===== config.mk =====
export PLATFORM = sky130hd
export DESIGN_NAME = float_result_collector
export DESIGN_NICKNAME = d
export VERILOG_FILES = /design/src/rtl/float_result_collector.sv
export SDC_FILE = /design/constraint.sdc
export NUM_CORES = 1
export LEC_CHECK = 0
export BUFFER_PORTS_ARGS = -buffer_cell sky130_fd_sc_hd__buf_2
export CAP_MARGIN = 20
export CORE_ASPECT_RATIO = 0.5
export CORE_MARGIN = 2
export CORE_UTILIZATION = 35
export DETAILED_ROUTE_END_ITERATION = 10
export GPL_ROUTABILITY_DRIVEN = 1
export PLACE_DENSITY_LB_ADDON = 0.3
export RECOVER_POWER = 50
export SYNTH_ARGS = -nofsm -noshare
export SYNTH_HDL_FRONTEND = slang
export SYNTH_SLANG_ARGS = --single-unit

===== constraint.sdc =====
create_clock -name clk -period 23.6 [get_ports clk]
set_input_delay 1.18 -clock clk [delete_from_list [all_inputs] [get_ports clk]]
set_output_delay 1.18 -clock clk [all_outputs]
set_load 0.03 [all_outputs]

===== src/rtl/float_result_collector.sv =====
// float_result_collector
// Gathers results from N_LANES variable-latency float workers and hands them
// to the consumer in the order the distributor issued them. An order FIFO
// records issued lane indices; per-lane holding registers park early results
// until their lane reaches the FIFO head.
module float_result_collector #(
  parameter int FLEN    = 64,
  parameter int N_LANES = 10
) (
  input  logic                         clk,
  input  logic                         rst,
  input  logic                         issue_vld,
  input  logic [$clog2(N_LANES)-1:0]   issue_lane,
  output logic                         issue_rdy,
  input  logic [N_LANES-1:0]           lane_vld,
  input  logic [N_LANES*FLEN-1:0]      lane_res,
  input  logic [N_LANES-1:0]           lane_err,
  output logic                         res_vld,
  input  logic                         res_rdy,
  output logic [FLEN-1:0]              res,
  output logic                         err,
  output logic [N_LANES-1:0]           lane_busy,
  output logic                         protocol_err
);

  localparam int LANE_W = $clog2(N_LANES);
  localparam int CNT_W  = $clog2(N_LANES + 1);
  localparam logic [LANE_W-1:0] LAST_IDX = LANE_W'(N_LANES - 1);
  localparam logic [CNT_W-1:0]  FULL_CNT = CNT_W'(N_LANES);
  localparam logic [LANE_W:0]   LANE_LIM = (LANE_W + 1)'(N_LANES);

  // Order FIFO of issued lane indices
  logic [LANE_W-1:0] fifo_q [N_LANES];
  logic [LANE_W-1:0] rd_ptr;
  logic [LANE_W-1:0] wr_ptr;
  logic [CNT_W-1:0]  count;

  // Per-lane tracking and result parking
  logic [N_LANES-1:0] outstanding;
  logic [N_LANES-1:0] held;
  logic [FLEN-1:0]    hold_res [N_LANES];
  logic               hold_err [N_LANES];

  logic               fifo_full;
  logic               fifo_empty;
  logic               issue_lane_ok;
  logic [LANE_W-1:0]  head;
  logic               push;
  logic               pop;
  logic [N_LANES-1:0] capture;
  logic               illegal;
  logic [N_LANES-1:0] issue_mask;
  logic [N_LANES-1:0] pop_mask;

  assign fifo_full     = (count == FULL_CNT);
  assign fifo_empty    = (count == '0);
  // Indices past the last lane (non power-of-two lane counts) are never ready.
  assign issue_lane_ok = ({1'b0, issue_lane} < LANE_LIM);
  assign head          = fifo_q[rd_ptr];

  assign lane_busy = outstanding;
  assign issue_rdy = !fifo_full && issue_lane_ok && !outstanding[issue_lane];
  assign res_vld   = !fifo_empty && held[head];
  assign res       = hold_res[head];
  assign err       = hold_err[head];

  assign push = issue_vld && issue_rdy;
  assign pop  = res_vld && res_rdy;

  // A strobe is only accepted on a lane that owes a result and has none parked.
  assign capture = lane_vld & outstanding & ~held;
  assign illegal = |(lane_vld & ~(outstanding & ~held));

  // Decode the issued lane and the popped head lane into one-hot masks
  always_comb begin
    issue_mask = '0;
    pop_mask   = '0;
    for (int i = 0; i < N_LANES; i++) begin
      if (push && (issue_lane == LANE_W'(i))) issue_mask[i] = 1'b1;
      if (pop && (head == LANE_W'(i)))        pop_mask[i]   = 1'b1;
    end
  end

  // Order FIFO, lane bookkeeping and sticky protocol error
  always_ff @(posedge clk or posedge rst) begin
    if (rst) begin
      rd_ptr       <= '0;
      wr_ptr       <= '0;
      count        <= '0;
      outstanding  <= '0;
      held         <= '0;
      protocol_err <= 1'b0;
      for (int i = 0; i < N_LANES; i++) fifo_q[i] <= '0;
    end else begin
      if (push) begin
        fifo_q[wr_ptr] <= issue_lane;
        wr_ptr         <= (wr_ptr == LAST_IDX) ? '0 : wr_ptr + 1'b1;
      end
      if (pop) begin
        rd_ptr <= (rd_ptr == LAST_IDX) ? '0 : rd_ptr + 1'b1;
      end
      case ({push, pop})
        2'b10:   count <= count + 1'b1;
        2'b01:   count <= count - 1'b1;
        default: count <= count;
      endcase
      // Pop lane can never be the issue lane in the same cycle (it is busy).
      outstanding <= (outstanding & ~pop_mask) | issue_mask;
      held        <= (held & ~pop_mask) | capture;
      if (illegal) protocol_err <= 1'b1;
    end
  end

  // Park each accepted lane result until its turn at the FIFO head
  always_ff @(posedge clk or posedge rst) begin
    if (rst) begin
      for (int i = 0; i < N_LANES; i++) begin
        hold_res[i] <= '0;
        hold_err[i] <= 1'b0;
      end
    end else begin
      for (int i = 0; i < N_LANES; i++) begin
        if (capture[i]) begin
          hold_res[i] <= lane_res[i*FLEN +: FLEN];
          hold_err[i] <= lane_err[i];
        end
      end
    end
  end

endmodule

# After elaboration in Yosys (flattened, before gate mapping)
# Index checks and enable logic that the tools add are counted.
dict set report totals {
  reg_bits 723
  word_cells 157
  output_inout_bits 78
  in_bits 668
}
dict set report classes {
  n_mux 39
  eq_ne 23
  magnitude_cmp 7
  n_addsub 4
  bitwise_logic 14
  reduce_logical 34
}
# operator count
set ops {}
lappend ops {{64-bit binary-select mux with 4-bit select} 1}
lappend ops {{64-bit 2-to-1 mux} 2}
lappend ops {{10-bit bitwise AND} 6}
lappend ops {{40-bit bitwise mux} 1}
lappend ops {{4-bit by 3-bit equality test with 1-bit output, second input constant} 8}
lappend ops {{10-bit inverter} 3}
lappend ops {{4-bit equality test, second input constant} 7}
lappend ops {{1-bit logical AND} 26}
lappend ops {{1-bit 2-to-1 mux} 24}
lappend ops {{4-bit 2-to-1 mux} 5}
lappend ops {{10-bit OR} 2}
lappend ops {{4-bit binary-select mux with 4-bit select} 1}
lappend ops {{4-bit demux with 4-bit select} 1}
lappend ops {{4-bit by 2-bit equality test with 1-bit output, second input constant} 4}
lappend ops {{5-bit greater-or-equal comparator, second input constant} 3}
lappend ops {{4-bit inverter with 5-bit output} 3}
lappend ops {{4-bit by 1-bit adder with 4-bit output, second input constant} 3}
lappend ops {{1-bit binary-select mux with 4-bit select} 3}
lappend ops {{4-bit zero test} 3}
lappend ops {{4-bit by 5-bit < comparator with 1-bit output, second input constant} 2}
lappend ops {{10-bit OR reduction} 1}
lappend ops {{4-bit by 1-bit equality test with 1-bit output, second input constant} 2}
lappend ops {{4-bit case mux with 2 select lines} 1}
lappend ops {{5-bit by 1-bit < comparator with 1-bit output, second input constant} 1}
lappend ops {{6 further kinds} 8}

# Depth between registers and ports, before layout
dict set report logic_depth {
  ltp_word 13
  depth_mapped 17
  ltp_nobuf 13
}

# Worst setup path after synthesis
# No wires, ideal clock.
dict set report synth_timing {
  kind {input-to-reg}
  startpoint {in issue_lane[0]}
  endpoint {reg count[3]}
  path_buffers 2
  cell_stages 14
  setup_time_ps 125
  arrival_time_ps 4109
  path_slack_ps 19366
  t_required_ps 23475
  path_cell_list {buf_2 mux4_2 mux2_2 o22ai_1 o311a_1 nand2_2 buf_2 ha_1 ha_1 a21o_1 a21oi_1 xnor2_1 nor2_1 xor2_1}
}
dict set report synth_between {
  elab_chain_cells 7
  word_cells_on_any_way 11
  classes_between {order compare (1); eq/ne (2); mux (3); reduce/logical (5)}
}
# element line
set synth_lines {}
lappend synth_lines {{start, declared} 13} ;# input logic [$clog2(N_LANES)-1:0] issue_lane,
lappend synth_lines {{1-bit binary-select mux with 4-bit select} 62} ;# assign issue_rdy = !fifo_full && issue_lane_ok && !outstanding[issue_lane];
lappend synth_lines {{1-bit 2-to-1 mux (not written as such)} 62}
lappend synth_lines {{1-bit zero test} 62}
lappend synth_lines {{1-bit logical AND *} 62}
lappend synth_lines {{via issue_rdy} 14} ;# output logic issue_rdy,
lappend synth_lines {{1-bit logical AND *} 67} ;# assign push = issue_vld && issue_rdy;
lappend synth_lines {{2-bit by 1-bit equality test with 1-bit output or 2-bit equality test (tied branches)} 102} ;# case ({push, pop})
lappend synth_lines {{4-bit case mux with 2 select lines or 2-bit nonzero test (tied branches)} -}
lappend synth_lines {{end signal, assigned} 103} ;# 2'b10: count <= count + 1'b1;
lappend synth_lines {{end signal, assigned} 104} ;# 2'b01: count <= count - 1'b1;
lappend synth_lines {{end signal, assigned} 105} ;# default: count <= count;
lappend synth_lines {{end, declared} 36} ;# logic [CNT_W-1:0] count;
# The timed path passes the listed nets; every way through them passes the cells marked *. The select of a mux whose other input is x is not followed.
# A chain may end at the register's enable or synchronous reset.

==> flow_metrics.tcl <==
set metrics [dict create \
    final_nets 4115 \
    place_ws_ps 17130 \
    synthArstFlopShare_pct 100 \
    p_comb_share_pct 49.5 \
    detailroute.via_count 25664 \
    outcome "finished with violations" \
    chipHeight_microns 222 \
    synth_edf_count 0 \
    floorplan.die.width_microns 440 \
    die_area_sq_um 97600 \
    detailed_place_hpwl_microns 92200 \
    buffer_ports.inserted 745 \
    synth.largest_area_cell "sky130_fd_sc_hd__dfrtp_1" \
    floorplan.rows 79 \
    fin_area_sq_um 40500 \
    power.share.sequential_pct 32.9 \
    clk_transition_reported_paths_ps 60 \
    grt_first_pass_wirelength_microns 181000 \
    p_sw_share_pct 44.3 \
    critical_path.reg2reg.startpoint "held[4]" \
    layout-drive-gt1-share_pct 45.5 \
    clockBufferDepth 3 \
    place_congestion 0.917 \
    synthesis.area_per_instance_sq_um 11.9 \
    detail_route.drc_violations 0 \
    synth_seq_area_share_pct 54.4 \
    clkLatencyLatePin_ps 690 \
    routed_wirelength_microns 127000 \
    max_slew_margin_pct -220 \
    power_leakage_nw 18.8 \
    largest_net_degree_at_the_start_of_global_routing 138 \
    fin_tns_setup_ps 0 \
    worstPathRequired_ps 24310 \
    grt.overflow.total 0 \
    final-max-slew-violation-count 819 \
    finalCritPeriodShare_pct 32.9 \
    maximum_frequency_from_static_timing_analysis_ghz 0.129 \
    synth_largest_type_area_fraction_pct 54.4 \
    htree_num_levels 3 \
    max-cap-violations 14 \
    post_cts_resized 0 \
    layout_commonest_cell "sky130_fd_sc_hd__buf_2" \
    power.density_cell_area_nw_per_um2 165 \
    post_syn_instances 2792 \
    timing_hold_violations_final 0 \
    synth.ff_latch_count 723 \
    post_route_minimum_period_ps 7770 \
    setup_violations 0 \
    cellInternalPower_mw 3.73 \
    ys.flop_type "sky130_fd_sc_hd__dfrtp_1" \
    syn-num-nets 3464 \
    finalClockSkew_ps 38.1 \
    arrival_ps 8470 \
    root_buffer "sky130_fd_sc_hd__clkbuf_16" \
    cp-start-kind "input pin" \
    cts_sinks 723 \
    syn-cell-area_sq_um 33200 \
    detailed_place.area_sq_um 38100 \
    grtUsageTotal_pct 25.6 \
    critical_path_class "input pin to async pin" \
    cts_made_buffers 72 \
    worst_hold_path_type "flop to flop" \
    timing.hold.worst.start "protocol_err" \
    setup_crit_start "rst" \
    worst-slew-pin-transition_ps 4780 \
    switchingPower_mw 2.97 \
    rsz_0062_raised_after_global_routing "false" \
    drt_first_pass_iters 5 \
    fin_util_pct 43.3 \
    synth_top_cells_by_area "sky130_fd_sc_hd__dfrtp_1 (54%), sky130_fd_sc_hd__mux2_2 (24%), sky130_fd_sc_hd__nand2_1 (6.1%)" \
    core_area_sq_um 93500 \
    synth_cell_type_count 57 \
    cts_tree "yes" \
    grt_antenna_before_repair 63 \
    critical_path_peak_fanout 105 \
    detail_route.wl_per_cell_microns 26.4 \
    power.share.clock_pct 17.5 \
    first_iter_violations 1963 \
    antenna_violating_nets_post_route 0 \
    synth_warnings 0 \
    post_cts_hold_buffer_count 0 \
    power.ir.vdd_worst_mv 0.0973 \
    cts_setup_buffers 0 \
    via_count_of_the_first_global_routing_pass 26548 \
    endpoint_kind "async pin" \
    violations "capacitance limit, slew limit" \
    final_cell_mix "sky130_fd_sc_hd__buf_2 (729), sky130_fd_sc_hd__dfrtp_1 (723), sky130_fd_sc_hd__mux2_2 (694)" \
    route.detailed.vias_per_inst 5.34 \
    area_growth_pct 21.9 \
    nFillCells 8944 \
    initial_utilization_pct 35.5 \
    io_pins 746 \
    timing.final.ws_setup_ps 15830 \
]
[metal layers]
layer	part of all wire [%]	vias up	track usage, %
met5	0.033	-	0
li1	-	11318	-
met3	3.9	264	3.68
met2	53	766	44.9
met1	37	13308	29.2
met4	5.7	8	16.3
[synth_stat cells, types with 2 or more instances]
cell                        count
sky130_fd_sc_hd__a311oi_1      66
sky130_fd_sc_hd__a22o_1         7
sky130_fd_sc_hd__a211oi_1       2
sky130_fd_sc_hd__a31oi_1       65
sky130_fd_sc_hd__mux2_2       694
sky130_fd_sc_hd__o21ai_0        9
sky130_fd_sc_hd__buf_2         40
sky130_fd_sc_hd__a21bo_1        2
sky130_fd_sc_hd__nor3b_1        4
sky130_fd_sc_hd__nand3b_1       9
sky130_fd_sc_hd__nand2b_1       7
sky130_fd_sc_hd__a21oi_1        8
sky130_fd_sc_hd__nand2_1      538
sky130_fd_sc_hd__nand3_1      145
sky130_fd_sc_hd__clkbuf_1     148
sky130_fd_sc_hd__a21o_1         2
sky130_fd_sc_hd__ha_1           3
sky130_fd_sc_hd__xnor2_1        6
sky130_fd_sc_hd__nor3_2         2
sky130_fd_sc_hd__a221oi_1       2
sky130_fd_sc_hd__nor2b_1        4
sky130_fd_sc_hd__buf_4          3
sky130_fd_sc_hd__nor4_2         3
sky130_fd_sc_hd__nor2_1         9
sky130_fd_sc_hd__and3_1        66
sky130_fd_sc_hd__o22ai_1       69
sky130_fd_sc_hd__buf_1         17
sky130_fd_sc_hd__xor2_1         2
sky130_fd_sc_hd__a21bo_2        6
sky130_fd_sc_hd__dfrtp_1      723
sky130_fd_sc_hd__mux2i_1       77
sky130_fd_sc_hd__o2bb2ai_1      3
sky130_fd_sc_hd__mux4_2         8
sky130_fd_sc_hd__nor3_1         6
sky130_fd_sc_hd__inv_1         15
[path summary, 6_finish.rpt]
check	depth (start not counted)	endpoint	slack (ps)
setup reg to reg	4	hold_res[342]	18470
max in group clk	11	res[7]	16460
min in group asynchronous	2	hold_err[0]	1970
hold / removal	2	protocol_err	490
setup / recovery	5	hold_res[398]	15830
hold reg to reg	2	protocol_err	490
[state kept, by name (all words and copies together), names as in the netlist]
signal        cells
rd_ptr            4
hold_err         10
protocol_err      1
count             4
lane_busy        10
hold_res        640
fifo_q           40
held             10
wr_ptr            4
[power groups by stage]
stage	combinational, mW	sequential (mW)	clock, mW
final	3.32	2.21	1.17
after global routing	3.52	2.27	1.25
after CTS	3.34	2.20	1.19
after detailed placement	3.32	2.22	0
after global placement	3.28	2.19	0
after floorplan	2.18	2.09	0
[kinds of logic (layout without fill, tap and decap cells)]
group	count (synthesis)	in the layout	synth area share [%]
compound gates	249	249	5.41
simple gates	805	805	10.7
fa+ha+maj	4	4	0.173
mux	779	779	26.4
xor+xnor	8	8	0.211
other cells	0	57	0
buf+inv	224	929	2.71
flops	723	723	54.4
[critical path: stages]
cell and delay [ps]:
sky130_fd_sc_hd__buf_2 100, sky130_fd_sc_hd__clkinvlp_2 2630, sky130_fd_sc_hd__clkbuf_1 2510, sky130_fd_sc_hd__buf_4 1040
sky130_fd_sc_hd__buf_4 740
[stage by stage]
stage / hold slack [ps] / power (mW) / instances
4_1_cts: 494 / 6.73 / 4750
3_3_place_gp: 472 / 5.48 / 4622
2_1_floorplan: 463 / 4.27 / 2792
3_5_place_dp: 478 / 5.54 / 4622
6_report: 492 / 6.70 / 4809
5_1_grt: 512 / 7.04 / 4806
[final cells by class]
| cell class | count | area, sq um | area share [%] |
|---|---|---|---|
| Sequential cell | 723 | 18100 | 44.6 |
| Clock buffer | 105 | 2070 | 5.10 |
| Inverter | 16 | 61.3 | 0.151 |
| Antenna cell | 57 | 143 | 0.352 |
| Tap cell | 1255 | 1570 | 3.87 |
| Clock inverter | 23 | 254 | 0.627 |
| Timing Repair Buffer | 785 | 4020 | 9.91 |
| Multi-Input combinational cell | 1845 | 14300 | 35.3 |
No activity file was read; power rests on OpenSTA's default activity.
